<file path="src/rtl/sn_pkg.sv">
// Shared types and helpers for the stochastic-number datapath.
// Used by the window decoder and the bipolar encoders.
package sn_pkg;

  localparam int WIN_LOG2_MIN = 1;
  localparam int WIN_LOG2_MAX = 8;

  typedef enum logic {
    IDLE = 1'b0,
    RUN  = 1'b1
  } sn_state_e;

  function automatic int sn_bipolar(
    input int k,
    input int win_log2
  );
    return 2 * k - (1 << win_log2);
  endfunction

endpackage

</file>
<file path="src/rtl/sn_ones_counter.sv">
// Gated ones accumulator and valid-bit counter for one window.
// Both clear on window start and on the completing bit.
module sn_ones_counter
  import sn_pkg::*;
#(
  parameter int WIN_LOG2 = 3
) (
  input  logic                clk,
  input  logic                rst,
  input  logic                clear,
  input  logic                en,
  input  logic                sn_in,
  output logic                done,
  output logic [WIN_LOG2:0]   sum
);

  localparam int CW = WIN_LOG2 + 1;
  localparam int N  = 1 << WIN_LOG2;

  logic [CW-1:0] acc;
  logic [CW-1:0] cnt;

  assign done = en && (cnt == CW'(N - 1));
  assign sum  = acc + CW'(sn_in);

  always_ff @(posedge clk) begin
    if (rst) begin
      acc <= '0;
      cnt <= '0;
    end else if (clear || done) begin
      acc <= '0;
      cnt <= '0;
    end else if (en) begin
      acc <= sum;
      cnt <= cnt + CW'(1);
    end
  end

endmodule

</file>
<file path="src/rtl/sn_window_decoder.sv">
// Stochastic-to-binary window decoder: counts ones over N valid
// bits and strobes the unipolar or bipolar estimate.
module sn_window_decoder
  import sn_pkg::*;
#(
  parameter int WIN_LOG2 = 3
) (
  input  logic                       clk,
  input  logic                       rst_n,
  input  logic                       start,
  input  logic                       cont,
  input  logic                       bipolar,
  input  logic                       sn_in,
  input  logic                       sn_valid,
  output logic                       busy,
  output logic [WIN_LOG2:0]          ones,
  output logic signed [WIN_LOG2+1:0] value_s,
  output logic                       out_valid
);

  localparam int VW = WIN_LOG2 + 2;

  sn_state_e         state;
  sn_state_e         state_nx;
  logic              bip_q;
  logic              win_start;
  logic              cnt_en;
  logic              done;
  logic [WIN_LOG2:0] sum;

  assign busy   = (state == RUN);
  assign cnt_en = (state == RUN) && sn_valid;

  always_comb begin
    state_nx  = state;
    win_start = 1'b0;
    unique case (state)
      IDLE: begin
        if (cont || start) begin
          state_nx  = RUN;
          win_start = 1'b1;
        end
      end
      RUN: begin
        if (done) begin
          if (cont) win_start = 1'b1;
          else      state_nx  = IDLE;
        end
      end
      default: state_nx = IDLE;
    endcase
  end

  sn_ones_counter #(
    .WIN_LOG2 (WIN_LOG2)
  ) u_cnt (
    .clk   (clk),
    .rst   (rst_n),
    .clear (win_start),
    .en    (cnt_en),
    .sn_in (sn_in),
    .done  (done),
    .sum   (sum)
  );

  // bipolar is re-sampled at every window start, back-to-back included
  always_ff @(posedge clk) begin
    if (rst_n) begin
      state     <= IDLE;
      bip_q     <= 1'b0;
      ones      <= '0;
      value_s   <= '0;
      out_valid <= 1'b0;
    end else begin
      state     <= state_nx;
      out_valid <= done;
      if (win_start) bip_q <= bipolar;
      if (done) begin
        ones <= sum;
        if (bip_q) value_s <= VW'(sn_bipolar(int'(sum), WIN_LOG2));
        else       value_s <= VW'(sum);
      end
    end
  end

endmodule

</file>
<file path="config.mk">
export PLATFORM = sky130hd
export DESIGN_NAME = sn_window_decoder
export DESIGN_NICKNAME = d
export VERILOG_FILES = /design/src/rtl/sn_pkg.sv /design/src/rtl/sn_ones_counter.sv /design/src/rtl/sn_window_decoder.sv
export SDC_FILE = /design/constraint.sdc
export NUM_CORES = 1
export LEC_CHECK = 0
export CAP_MARGIN = 20
export CORE_MARGIN = 10
export CORE_UTILIZATION = 45
export CTS_CLUSTER_SIZE = 20
export DETAILED_ROUTE_END_ITERATION = 10
export PLACE_DENSITY = 0.76
export SLEW_MARGIN = 20
export SYNTH_ARGS = -nofsm -noshare
export SYNTH_HDL_FRONTEND = slang
export SYNTH_HIERARCHICAL = 1
export SYNTH_SLANG_ARGS = --single-unit
</file>
<file path="constraint.sdc">
create_clock -name clk -period 2.9 [get_ports clk]
set_clock_uncertainty 0.15 [all_clocks]
set_input_delay 0.58 -clock clk [delete_from_list [all_inputs] [get_ports clk]]
set_output_delay 0.58 -clock clk [all_outputs]
set_load 0.01 [all_outputs]
</file>
==> results.yml <==
run_status:
  status: "completed"
yosys:
  syn_area_um2: 908
  syn_nets: 102
  synth_seq_cells: 20
  postSynthCellCount: 92
  yosysUniqueCellTypes: 26
  avgSynthCellArea_um2: 9.87
  yosys_warnings: 6
  seq_area_frac_synth: 0.441
routing:
  routed_wl_mm: 1.78
  highest_layer: "met4"
  drt_iter0_drc: 16
  antenna_left: 0
  met2WireLength_um: 751
  route.met3.wl_um: 130
  wl_met1_um: 882
  firstDrtPassIters: 4
  viasPerCell: 4.92
  routed-via-count: 674
  wire_per_inst_um: 13.0
  drcViolationCount: 0
worst_setup_path:
  cp-start-kind: "primary input"
  cp_cell_sequence: "clkdlybuf4s50_1 > ha_1 > ha_1 > xor2_1 > xnor2_1 > nand3_1 > a21oi_1"
  crit_fanout: 4
  critPathMostFrequentCell: "ha_1"
  required_ps: 2970
  path_class: "in2reg"
  crit_path_end_kind: "flop"
  worstPathArrival_ps: 2140
  max_stage_delay_ps: 460
  worst_path_max_delay_cell: "clkdlybuf4s50_1"
floorplanning:
  die_w_um: 64.9
  rows: 16
  start_util: 0.468
  die_y_um: 64.9
  fp.coreArea_um2: 1940
  ios: 18
  die-area_um2: 4220
timing:
  slew_headroom: 0.630
  fin_ws_ps: 832
  max_freq_ghz: 0.484
  slew_viol_final: 0
  tns_ps: 0
  grt_setup_unrepaired: "false"
  timing.final.crit_share: 0.713
  setup_viol: 0
  min_period_ps: 2070
  tightest_slew_ps: 554
  hold_viol_final: 0
  holdWs_ps: 328
power:
  pwr-share-comb: 0.076
  leakagePower_nw: 0.405
  p_total_mw: 0.474
  p_seq_frac: 0.595
  p_sw_frac: 0.213
  switchingPower_mw: 0.101
  ir_drop_mv: 0.278
  clockPowerShare: 0.329
  p_per_area_nw_per_um2: 424
  p_int_mw: 0.373
finish:
  finalNonFillerCells: 137
  fill_cells: 185
  diodes: 0
  utilization: 0.576
  layout-drive-gt1-share: 0.100
  areaGrowthSynthToFinish_pct: 23.1
  final_area_um2: 1120
  nets: 121
global_route:
  grt_pass1_vias: 639
  track_usage: 0.0892
  gr-total-overflow: 0
  grt_max_degree: 17
  antenna_found_initial: 0
  grt_pass1_wl_mm: 2.99
clock_network:
  cts_tree: "built"
  post_cts_buffers: 0
  cts_buffer_depth: 2
  hold_buffers: 0
  cts_made_buffers: 3
  cts_sinks: 20
  ctsResizeCount: 0
  htree_num_levels: 1
  cts_root_buf: "clkbuf_4"
  clock_latency_ps: 290
  path_clk_slew_ps: 110
place:
  hpwl_mm: 1.28
  portBuffers: 17
  place_area_um2: 1080
  place_ws_ps: 551
  dp_cells: 133
  gp_congestion: 0.766
worst_hold_path:
  hp-class: "reg2reg"
run:
  cap_violations: 0
==> cell type report <==
class,instances,area [um2],area share
clock buffers,4,36.3,0.0324
inverters,1,3.75,0.00336
multi-input cells,66,459,0.411
flip-flops and latches,20,400,0.358
well taps,27,33.8,0.0302
repair buffers,19,185,0.166
==> path summary, 6_finish.rpt <==
| check | startpoint | to | slack, ps | cells after the start |
|---|---|---|---|---|
| max | sn_in | value_s[4] | 830 | 7 |
| min | value_s[4] | value_s[4] | 330 | 2 |
| max reg2reg | u_cnt/acc[0] | value_s[4] | 1240 | 6 |
| min reg2reg | value_s[4] | value_s[4] | 330 | 2 |
==> per-layer routing <==
layer  GRT usage  vias to the layer above
met1       0.104                      313
met3      0.0412                        2
met4      0.0481                        0
met5           0                        -
met2       0.133                       15
li1            -                      344
==> registers in the layout, indices dropped and copies added, names as in the netlist <==
| register | cells |
|---|---|
| u_cnt/cnt | 4 |
| bip_q | 1 |
| busy | 1 |
| value_s | 5 |
| out_valid | 1 |
| ones | 4 |
| u_cnt/acc | 4 |
==> power by group through the flow <==
stage	clock (mW)	sequential [mW]	combinational, mW
floorplan	0	0.287	0.0248
global placement	0	0.288	0.0357
detailed placement	0	0.288	0.0361
CTS	0.164	0.282	0.0364
global route	0.180	0.283	0.0393
finish	0.156	0.282	0.0361
==> Yosys cell counts <==
library cell / n / share of area
nor2b_1: 1 / 0.0069
buf_4: 1 / 0.0083
a21oi_1: 4 / 0.022
buf_6: 3 / 0.037
clkbuf_1: 1 / 0.0041
ha_1: 3 / 0.041
o21ai_4: 1 / 0.018
a211oi_1: 2 / 0.017
nand2_4: 1 / 0.012
nand3_1: 2 / 0.011
dfxtp_1: 20 / 0.44
and2_1: 1 / 0.0069
nand2_1: 4 / 0.017
o21ai_0: 1 / 0.0055
xnor2_1: 3 / 0.029
o21ai_2: 1 / 0.0096
inv_1: 1 / 0.0041
nand3b_1: 1 / 0.0083
nor3_2: 1 / 0.011
nor2_1: 15 / 0.062
xor2_1: 5 / 0.048
o211ai_1: 1 / 0.0083
nand4_1: 2 / 0.014
nor2_2: 1 / 0.0069
nand2b_1: 6 / 0.041
mux2i_1: 10 / 0.11
==> placed cells by master, fill, tap and decap left out <==
cell / instances
o21ai_2: 1
nor2_2: 1
a21oi_1: 4
clkdlybuf4s50_1: 17
nand4_1: 2
nor3_2: 1
dfxtp_1: 20
o211ai_1: 1
buf_4: 2
mux2i_1: 10
o21ai_0: 1
xor2_1: 5
nand3_1: 2
xnor2_1: 3
and2_1: 1
o21ai_4: 1
nand2b_1: 6
clkbuf_4: 3
nor2b_1: 1
a211oi_1: 2
nand2_1: 4
nand3b_1: 1
clkbuf_8: 1
ha_1: 3
nand2_4: 1
inv_1: 1
nor2_1: 15
==> worst max-delay path: cells and delay by family <==
family,cells,cell delay [ps]
buf+inv,1,460
compound gates,1,140
fa+ha+maj,2,380
simple gates,1,90
xor+xnor,2,480
==> logic make-up after synthesis <==
| kind of cell | after synthesis | share of synthesized area |
|---|---|---|
| compound gates | 10 | 0.0799 |
| buf+inv | 6 | 0.0537 |
| mux | 10 | 0.110 |
| xor+xnor | 8 | 0.0771 |
| fa+ha+maj | 3 | 0.0413 |
| flops | 20 | 0.441 |
| simple gates | 35 | 0.197 |
(Power assumes the default switching activity.)
